**src/rtl/biquad_mac_scheduler_pkg.sv**
```systemverilog
// Coefficient tables, FSM state type and saturation limits shared by the biquad scheduler.
// Coefficients are stored in Q(64-Q_SHIFT).Q_SHIFT and rounded toward zero.
package lp_coeff_pkg;

   localparam int unsigned CW      = 64;
   localparam int unsigned Q_SHIFT = 30;
   localparam int unsigned TAPS    = 5;
   localparam int          SAT_MAX = 32767;
   localparam int          SAT_MIN = -32768;

   typedef logic signed [CW-1:0] coeff_t;

   typedef enum logic [1:0] {
      IDLE,
      MAC,
      WB,
      DONE
   } state_e;

   // num / 2^k scaled by 2^Q_SHIFT; SV integer division truncates toward zero.
   function automatic coeff_t coeff_q(input longint num, input int unsigned k);
      return coeff_t'((num * (longint'(1) <<< Q_SHIFT)) / (longint'(1) <<< k));
   endfunction

   localparam coeff_t ONE = coeff_t'(longint'(1) <<< Q_SHIFT);

   localparam coeff_t B0 [8] = '{ONE, coeff_q(1, 8), coeff_q(89, 12), coeff_q(37, 9),
                                 coeff_q(113, 9), ONE, ONE, ONE};
   localparam coeff_t B1 [8] = '{'0, coeff_q(2, 8), coeff_q(178, 12), coeff_q(74, 9),
                                 coeff_q(226, 9), '0, '0, '0};
   localparam coeff_t B2 [8] = '{'0, coeff_q(1, 8), coeff_q(89, 12), coeff_q(37, 9),
                                 coeff_q(113, 9), '0, '0, '0};
   localparam coeff_t A1 [8] = '{'0, coeff_q(29, 4), coeff_q(99, 6), coeff_q(71, 6),
                                 coeff_q(5, 4), '0, '0, '0};
   localparam coeff_t A2 [8] = '{'0, coeff_q(-53, 6), coeff_q(-5, 3), coeff_q(-25, 6),
                                 coeff_q(-3, 4), '0, '0, '0};

endpackage

```
**src/rtl/biquad_mac_scheduler_if.sv**
```systemverilog
// Sample-side and result-side signals of the biquad scheduler.
interface biquad_mac_scheduler_if #(
   parameter int unsigned NCH = 2
);

   logic [2:0]       filter;
   logic             sample_valid;
   logic [16*NCH-1:0] in_data;
   logic [16*NCH-1:0] out_data;
   logic             out_valid;
   logic             busy;
   logic             overrun;

   modport master (
      output filter, sample_valid, in_data,
      input  out_data, out_valid, busy, overrun
   );

   modport slave (
      input  filter, sample_valid, in_data,
      output out_data, out_valid, busy, overrun
   );

endinterface

```
**src/rtl/biquad_mac_scheduler_mac_unit.sv**
```systemverilog
// Shared multiply-shift-accumulate: acc += (op_a * op_b) >>> SHIFT on each enabled cycle.
module mac_unit #(
   parameter int unsigned W     = 64,
   parameter int unsigned SHIFT = 30
) (
   input  logic                clk_144,
   input  logic                reset_n,
   input  logic                clr,
   input  logic                en,
   input  logic signed [W-1:0] op_a,
   input  logic signed [W-1:0] op_b,
   output logic signed [W-1:0] acc
);

   logic signed [W-1:0] prod;

   always_comb begin
      prod = op_a * op_b;
      prod = prod >>> SHIFT;
   end

   always_ff @(posedge clk_144 or negedge reset_n) begin
      if (!reset_n) begin
         acc <= '0;
      end else if (clr) begin
         acc <= '0;
      end else if (en) begin
         acc <= acc + prod;
      end
   end

endmodule

```
**src/rtl/biquad_mac_scheduler.sv**
```systemverilog
// Time-multiplexed biquad lowpass: one MAC sequenced over five taps and NCH channels per sample.
module biquad_mac_scheduler
   import lp_coeff_pkg::*;
#(
   parameter int unsigned NCH   = 2,
   parameter int unsigned W     = 64,
   parameter int unsigned SHIFT = 30
) (
   input logic                    clk_144,
   input logic                    reset_n,
   biquad_mac_scheduler_if.slave  bus
);

   localparam int DS = int'(Q_SHIFT) - int'(SHIFT);
   localparam logic signed [W-1:0] SAT_HI = W'(SAT_MAX);
   localparam logic signed [W-1:0] SAT_LO = W'(SAT_MIN);

   state_e state_q, state_d;
   logic [2:0] tap_q, ch_q, filt_q;
   logic busy_q, overrun_q, out_valid_q;
   logic accept, mac_clr, mac_en, wb, commit;
   logic [16*NCH-1:0] x0_q, stage_q, out_q;
   logic signed [W-1:0] x1 [NCH];
   logic signed [W-1:0] x2 [NCH];
   logic signed [W-1:0] y1 [NCH];
   logic signed [W-1:0] y2 [NCH];
   logic signed [W-1:0] x0_cur, x1_cur, x2_cur, y1_cur, y2_cur;
   logic signed [W-1:0] op_a, op_b, acc;

   function automatic logic signed [W-1:0] scale(input coeff_t c);
      if (DS >= 0) return W'(c >>> DS);
      else return W'(c <<< (-DS));
   endfunction

   function automatic logic [15:0] sat16(input logic signed [W-1:0] v);
      if (v > SAT_HI) return 16'h7fff;
      else if (v < SAT_LO) return 16'h8000;
      else return v[15:0];
   endfunction

   always_comb begin
      state_d = state_q;
      accept  = 1'b0;
      mac_clr = 1'b0;
      mac_en  = 1'b0;
      wb      = 1'b0;
      commit  = 1'b0;
      unique case (state_q)
         IDLE: begin
            // busy_q is still high in the out_valid cycle, so that strobe is dropped
            if (bus.sample_valid && !busy_q) begin
               accept  = 1'b1;
               mac_clr = 1'b1;
               state_d = MAC;
            end
         end
         MAC: begin
            mac_en = 1'b1;
            if (tap_q == 3'(TAPS - 1)) state_d = WB;
         end
         WB: begin
            wb      = 1'b1;
            mac_clr = 1'b1;
            state_d = (ch_q == 3'(NCH - 1)) ? DONE : MAC;
         end
         DONE: begin
            commit  = 1'b1;
            state_d = IDLE;
         end
         default: state_d = IDLE;
      endcase
   end

   always_ff @(posedge clk_144 or negedge reset_n) begin
      if (!reset_n) begin
         state_q     <= IDLE;
         tap_q       <= '0;
         ch_q        <= '0;
         busy_q      <= 1'b0;
         overrun_q   <= 1'b0;
         out_valid_q <= 1'b0;
         out_q       <= '0;
      end else begin
         state_q     <= state_d;
         out_valid_q <= commit;
         if (accept) begin
            tap_q <= '0;
            ch_q  <= '0;
         end else begin
            if (mac_en) tap_q <= (tap_q == 3'(TAPS - 1)) ? '0 : tap_q + 3'd1;
            if (wb) ch_q <= ch_q + 3'd1;
         end
         if (accept) busy_q <= 1'b1;
         else if (state_q == IDLE) busy_q <= 1'b0;
         if (bus.sample_valid && busy_q) overrun_q <= 1'b1;
         if (commit) out_q <= stage_q;
      end
   end

   always_ff @(posedge clk_144 or negedge reset_n) begin
      if (!reset_n) begin
         filt_q  <= '0;
         x0_q    <= '0;
         stage_q <= '0;
         for (int unsigned c = 0; c < NCH; c++) begin
            x1[c] <= '0;
            x2[c] <= '0;
            y1[c] <= '0;
            y2[c] <= '0;
         end
      end else if (accept) begin
         filt_q <= bus.filter;
         x0_q   <= bus.in_data;
         if (bus.filter != filt_q) begin
            for (int unsigned c = 0; c < NCH; c++) begin
               x1[c] <= '0;
               x2[c] <= '0;
               y1[c] <= '0;
               y2[c] <= '0;
            end
         end
      end else if (wb) begin
         for (int unsigned c = 0; c < NCH; c++) begin
            if (3'(c) == ch_q) begin
               x2[c] <= x1[c];
               x1[c] <= x0_cur;
               y2[c] <= y1[c];
               y1[c] <= acc;
               stage_q[16*c +: 16] <= sat16(acc);
            end
         end
      end
   end

   always_comb begin
      x0_cur = '0;
      x1_cur = '0;
      x2_cur = '0;
      y1_cur = '0;
      y2_cur = '0;
      for (int unsigned c = 0; c < NCH; c++) begin
         if (3'(c) == ch_q) begin
            x0_cur = W'($signed(x0_q[16*c +: 16]));
            x1_cur = x1[c];
            x2_cur = x2[c];
            y1_cur = y1[c];
            y2_cur = y2[c];
         end
      end
   end

   always_comb begin
      op_a = '0;
      op_b = '0;
      case (tap_q)
         3'd0: begin op_a = x0_cur; op_b = scale(B0[filt_q]); end
         3'd1: begin op_a = x1_cur; op_b = scale(B1[filt_q]); end
         3'd2: begin op_a = x2_cur; op_b = scale(B2[filt_q]); end
         3'd3: begin op_a = y1_cur; op_b = scale(A1[filt_q]); end
         3'd4: begin op_a = y2_cur; op_b = scale(A2[filt_q]); end
         default: begin op_a = '0; op_b = '0; end
      endcase
   end

   mac_unit #(
      .W     (W),
      .SHIFT (SHIFT)
   ) u_mac (
      .clk_144 (clk_144),
      .reset_n (reset_n),
      .clr     (mac_clr),
      .en      (mac_en),
      .op_a    (op_a),
      .op_b    (op_b),
      .acc     (acc)
   );

   assign bus.out_data  = out_q;
   assign bus.out_valid = out_valid_q;
   assign bus.busy      = busy_q;
   assign bus.overrun   = overrun_q;

endmodule

```
**src/flat_wrapper.sv**
```systemverilog
// flat-port wrapper written by rule: the top's interface ports become plain ports
module biquad_mac_scheduler_flat import lp_coeff_pkg::*;
#(
   parameter int unsigned NCH   = 2,
   parameter int unsigned W     = 64,
   parameter int unsigned SHIFT = 30
)
  (clk_144, reset_n, bus_filter, bus_sample_valid, bus_in_data, bus_out_data, bus_out_valid, bus_busy, bus_overrun);
  biquad_mac_scheduler_if #(.NCH(NCH)) bus_i ();
  input logic clk_144;
  input logic reset_n;
  input wire logic [$bits(bus_i.filter)-1:0] bus_filter;
  input wire logic [$bits(bus_i.sample_valid)-1:0] bus_sample_valid;
  input wire logic [$bits(bus_i.in_data)-1:0] bus_in_data;
  output wire logic [$bits(bus_i.out_data)-1:0] bus_out_data;
  output wire logic [$bits(bus_i.out_valid)-1:0] bus_out_valid;
  output wire logic [$bits(bus_i.busy)-1:0] bus_busy;
  output wire logic [$bits(bus_i.overrun)-1:0] bus_overrun;
  assign bus_i.filter = bus_filter;
  assign bus_i.sample_valid = bus_sample_valid;
  assign bus_i.in_data = bus_in_data;
  assign bus_out_data = bus_i.out_data;
  assign bus_out_valid = bus_i.out_valid;
  assign bus_busy = bus_i.busy;
  assign bus_overrun = bus_i.overrun;
  biquad_mac_scheduler #(.NCH(NCH), .W(W), .SHIFT(SHIFT)) u_core (.clk_144(clk_144), .reset_n(reset_n), .bus(bus_i));
endmodule
```
**config.mk**
```make
export PLATFORM = sky130hd
export DESIGN_NAME = biquad_mac_scheduler_flat
export DESIGN_NICKNAME = d
export VERILOG_FILES = /design/src/rtl/biquad_mac_scheduler_pkg.sv /design/src/rtl/biquad_mac_scheduler_if.sv /design/src/rtl/biquad_mac_scheduler_mac_unit.sv /design/src/rtl/biquad_mac_scheduler.sv /design/src/flat_wrapper.sv
export SDC_FILE = /design/constraint.sdc
export NUM_CORES = 2
export LEC_CHECK = 0
export CAP_MARGIN = 20
export CORE_MARGIN = 5
export CORE_UTILIZATION = 40
export DETAILED_ROUTE_END_ITERATION = 16
export PLACE_DENSITY_LB_ADDON = 0.15
export SYNTH_ARGS = -nofsm -noshare
export SYNTH_HDL_FRONTEND = slang
export SYNTH_SLANG_ARGS = --single-unit
```
**constraint.sdc**
```tcl
create_clock -name clk_144 -period 24 [get_ports clk_144]
set_clock_uncertainty 0.2 [all_clocks]
set_input_delay 4.8 -clock clk_144 [delete_from_list [all_inputs] [get_ports clk_144]]
set_output_delay 4.8 -clock clk_144 [all_outputs]
set_load 0.005 [all_outputs]
```
==> out/summary.txt <==
FINAL LAYOUT
--------------------------------------------------------------------------------
Fraction of final layout cells sized beyond drive strength 1 ......        4.31%
Area of all placed cells without fillers ..........................   0.0511 mm²
Filler cell count .................................................        11700
Final core area utilization .......................................        43.4%
Multi-input gate area .............................................   0.0329 mm²
Final net count ...................................................         6258
Layout area overhead ..............................................        8.26%
Sequential cell area ..............................................   0.0106 mm²

CRITICAL PATH
--------------------------------------------------------------------------------
Slowest-stage cell, CP ............................................        buf_4
Launch point of the worst path .................................... u_core.ch_q[1]$_DFFE_PN0P_
Worst endpoint required time ......................................     24240 ps
Launching element type of the critical path .......................         flop
Worst Setup Path Type .............................................   reg -> reg
R2R Path Start .................................................... u_core.ch_q[1]$_DFFE_PN0P_
Crit-path max cell delay ..........................................       760 ps
Capturing element type of the critical path .......................         flop
Most frequent cell on the critical path ...........................         fa_1
Worst Path Arrival ................................................     15260 ps
Maximum fanout along the worst path ...............................           70

GRT
--------------------------------------------------------------------------------
Sum of overflow across all layers after global routing ............            0
Global-route wire length before repair ............................       231 mm
All-Layer GR Usage ................................................        23.8%
Largest net degree at the start of global routing .................          107
Via count of the first global-routing pass ........................        36800
Number of antenna violations at the first check in global routing .            3

STA
--------------------------------------------------------------------------------
Maximum clock rate ................................................   0.0666 GHz
Time the worst path needs with I/O delays and setup ...............     15020 ps
Slew at the pin closest to its max-slew limit .....................      1090 ps
Worst slew margin relative to its limit ...........................        27.5%
Setup repair after global routing missed its margin ...............        false
Final period utilization ..........................................        62.6%
Number of failing hold endpoints at the final stage ...............            0
Pins over their slew limit ........................................            0
Number of setup violations in the final report ....................            0
Setup TNS .........................................................         0 ps

SYNTH
--------------------------------------------------------------------------------
Number of library cell types mapped by synthesis ..................           76
Share of the yosys chip area belonging to registers ...............        22.4%
Synth cell count leaders .......................................... nand2_1 (911), inv_1 (748), fa_1 (673)
Number of warning messages in the yosys log .......................            0
Cell with the most instances after synthesis ......................      nand2_1
Synthesized instance count ........................................         5192
Synthesized area per cell .........................................     9.08 µm²
Synth Cell Area ...................................................   0.0472 mm²
Area share of the largest cell type after synthesis ...............        28.6%
Top cells by area, synth .......................................... fa_1 (29%), dfrtp_1 (22%), ha_1 (11%)
Flop and latch count out of synthesis .............................          422
Most common flop cell mapped by yosys .............................      dfrtp_1
EDFF count, synth .................................................            0
Number of nets in the synthesized netlist .........................         6327
Biggest area consumer among synthesized cells .....................         fa_1
Async S/R FF share, synth .........................................         100%

DIE
--------------------------------------------------------------------------------
Number of placement rows ..........................................          126
Die Outline Area ..................................................    0.125 mm²
Height of the chip ................................................       353 µm
Starting utilization of the core area .............................        40.1%
Die width .........................................................       353 µm
Number of top-level pins ..........................................           73
Total core area ...................................................    0.118 mm²

MIN PATH
--------------------------------------------------------------------------------
Type of the tightest min-delay check ..............................   reg -> reg
Launch instance of the worst min-delay path ....................... u_core.stage_q[14]$_DFFE_PN0P_

RUN
--------------------------------------------------------------------------------
Number of max-capacitance violations reported .....................            0

PLACE
--------------------------------------------------------------------------------
Last weighted congestion value of the routability-driven placer ...        0.927
Number of buffers added on ports ..................................           72
HPWL after detailed placement .....................................       115 mm
Total cell area at the placement stage ............................   0.0494 mm²

CTS
--------------------------------------------------------------------------------
Buffer levels on the longest clock path ...........................            3
Clock transition at the registers of the reported paths ...........        60 ps
Postcts setup bufs ................................................            0
Number of buffers added by the clock tree synthesis step ..........           45
Insertion delay to the later sink of the worst-skew pair ..........       610 ps
H-tree level count ................................................            2
Clock sink total ..................................................          422
Hold buffers post-CTS .............................................            0
CTS root buffer ...................................................    clkbuf_16
Cts repair resizes ................................................            0
TritonCTS clock tree ..............................................         done

ROUTING
--------------------------------------------------------------------------------
DR iter-0 viols ...................................................         2848
Total vias in the final route .....................................        35700
Final wirelength ..................................................       148 mm
DRC errors left ...................................................            0
Routed Antenna Nets ...............................................            0
Number of iterations in the first detailed-routing pass ...........            5
Vias per cell .....................................................         5.34
Mean routed wirelength per cell ...................................      22.1 µm

OUTCOME
--------------------------------------------------------------------------------
Outcome ........................................................... finished, final reports clean

-- layout make-up --
type                       count  share of cell area, %
multi-input combinational   3763                   64.4
sequential                   422                   20.7
inverter                     749                   5.51
tap                         1536                   3.76
clock buffer                  62                   2.53
timing repair buffer         142                   2.51
clock inverter                18                  0.640
antenna                        2                0.00980
-- worst paths after layout --
path | end | cells past startpoint | slack (ps)
hold / removal | u_core.stage_q[14]$_DFFE_PN0P_ | 2 | 280
setup reg to reg | u_core.u_mac.acc[60]$_DFFE_PN0P_ | 46 | 8980
min in group asynchronous | u_core.bus.out_data[17]$_DFFE_PN0P_ | 1 | 4020
max in group asynchronous | u_core.y1[78]$_DFFE_PN0P_ | 3 | 17110
hold reg to reg | u_core.stage_q[14]$_DFFE_PN0P_ | 2 | 280
setup / recovery | u_core.u_mac.acc[60]$_DFFE_PN0P_ | 46 | 8980
-- layer usage --
layer,global-route usage (%),routed length [µm],vias to the layer above,share of wire [%]
li1,-,-,16500,-
met3,3.06,8320,141,5.6
met4,4.92,3440,0,2.3
met2,37.2,65800,1007,44
met5,0,0,-,0
met1,35.7,70400,18100,48
-- cells in the final DEF, fill, tap and decap left out, types with 23 or more instances in the layout --
master / n
and2_1: 26
nand4_1: 30
fa_1: 673
inv_1: 748
mux2_2: 33
nor2_1: 388
nand2_1: 909
dfrtp_1: 422
xor2_1: 48
a22oi_1: 91
ha_1: 424
nand3_1: 287
a21o_1: 69
o21ai_0: 198
a21oi_1: 119
xnor2_1: 105
clkbuf_16: 45
a22o_1: 51
clkdlybuf4s50_1: 71
and3_1: 28
o22ai_1: 26
buf_4: 68
nor2b_1: 23
-- stage by stage --
step | cells | hold WS, ps | worst slack (ps)
finish | 6694 | 276 | 8980
global route | 6692 | 298 | 8110
CTS | 6691 | 277 | 9050
detailed placement | 6611 | 263 | 9130
global placement | 6611 | 262 | 9210
floorplan | 5192 | 246 | 10280
-- sequential cells by signal (all words and copies together) (netlist names), 2 cells and up --
signal	cells
u_core.state_q	2
u_core.x2	32
u_core.y2	92
u_core.x1	32
u_core.y1	92
u_core.x0_q	32
u_core.ch_q	3
u_core.tap_q	3
u_core.u_mac.acc	64
u_core.stage_q	32
u_core.bus.out_data	32
u_core.filt_q	3
-- critical path, delay by kind of cell (launching register included) --
family | cells | cell delay [ps]
adders and majority gates | 12 | 5570
xor gates and xnor gates | 11 | 2910
AOI/OAI and AO/OA | 10 | 2610
buffers and inverters | 6 | 1850
DFF | 1 | 380
and+or+nand+nor | 7 | 1260
-- logic make-up (layout without fill, tap and decap cells) --
| group | after synthesis | count (layout) | share of synthesized area (%) |
|---|---|---|---|
| AND/OR/NAND/NOR | 1779 | 1779 | 16.1 |
| XOR/XNOR | 157 | 157 | 3.02 |
| buffers and inverters | 1007 | 971 | 8.17 |
| AO/OA/AOI/OAI | 696 | 696 | 9.74 |
| other | 0 | 2 | 0 |
| flip-flops | 422 | 422 | 22.4 |
| adder cells (fa/ha/maj) | 1098 | 1098 | 39.8 |
| multiplexers | 33 | 33 | 0.788 |
Power is left out: the tool's default activity adds up to more than one toggle a clock period on the data nets, which glitch-free logic cannot reach.
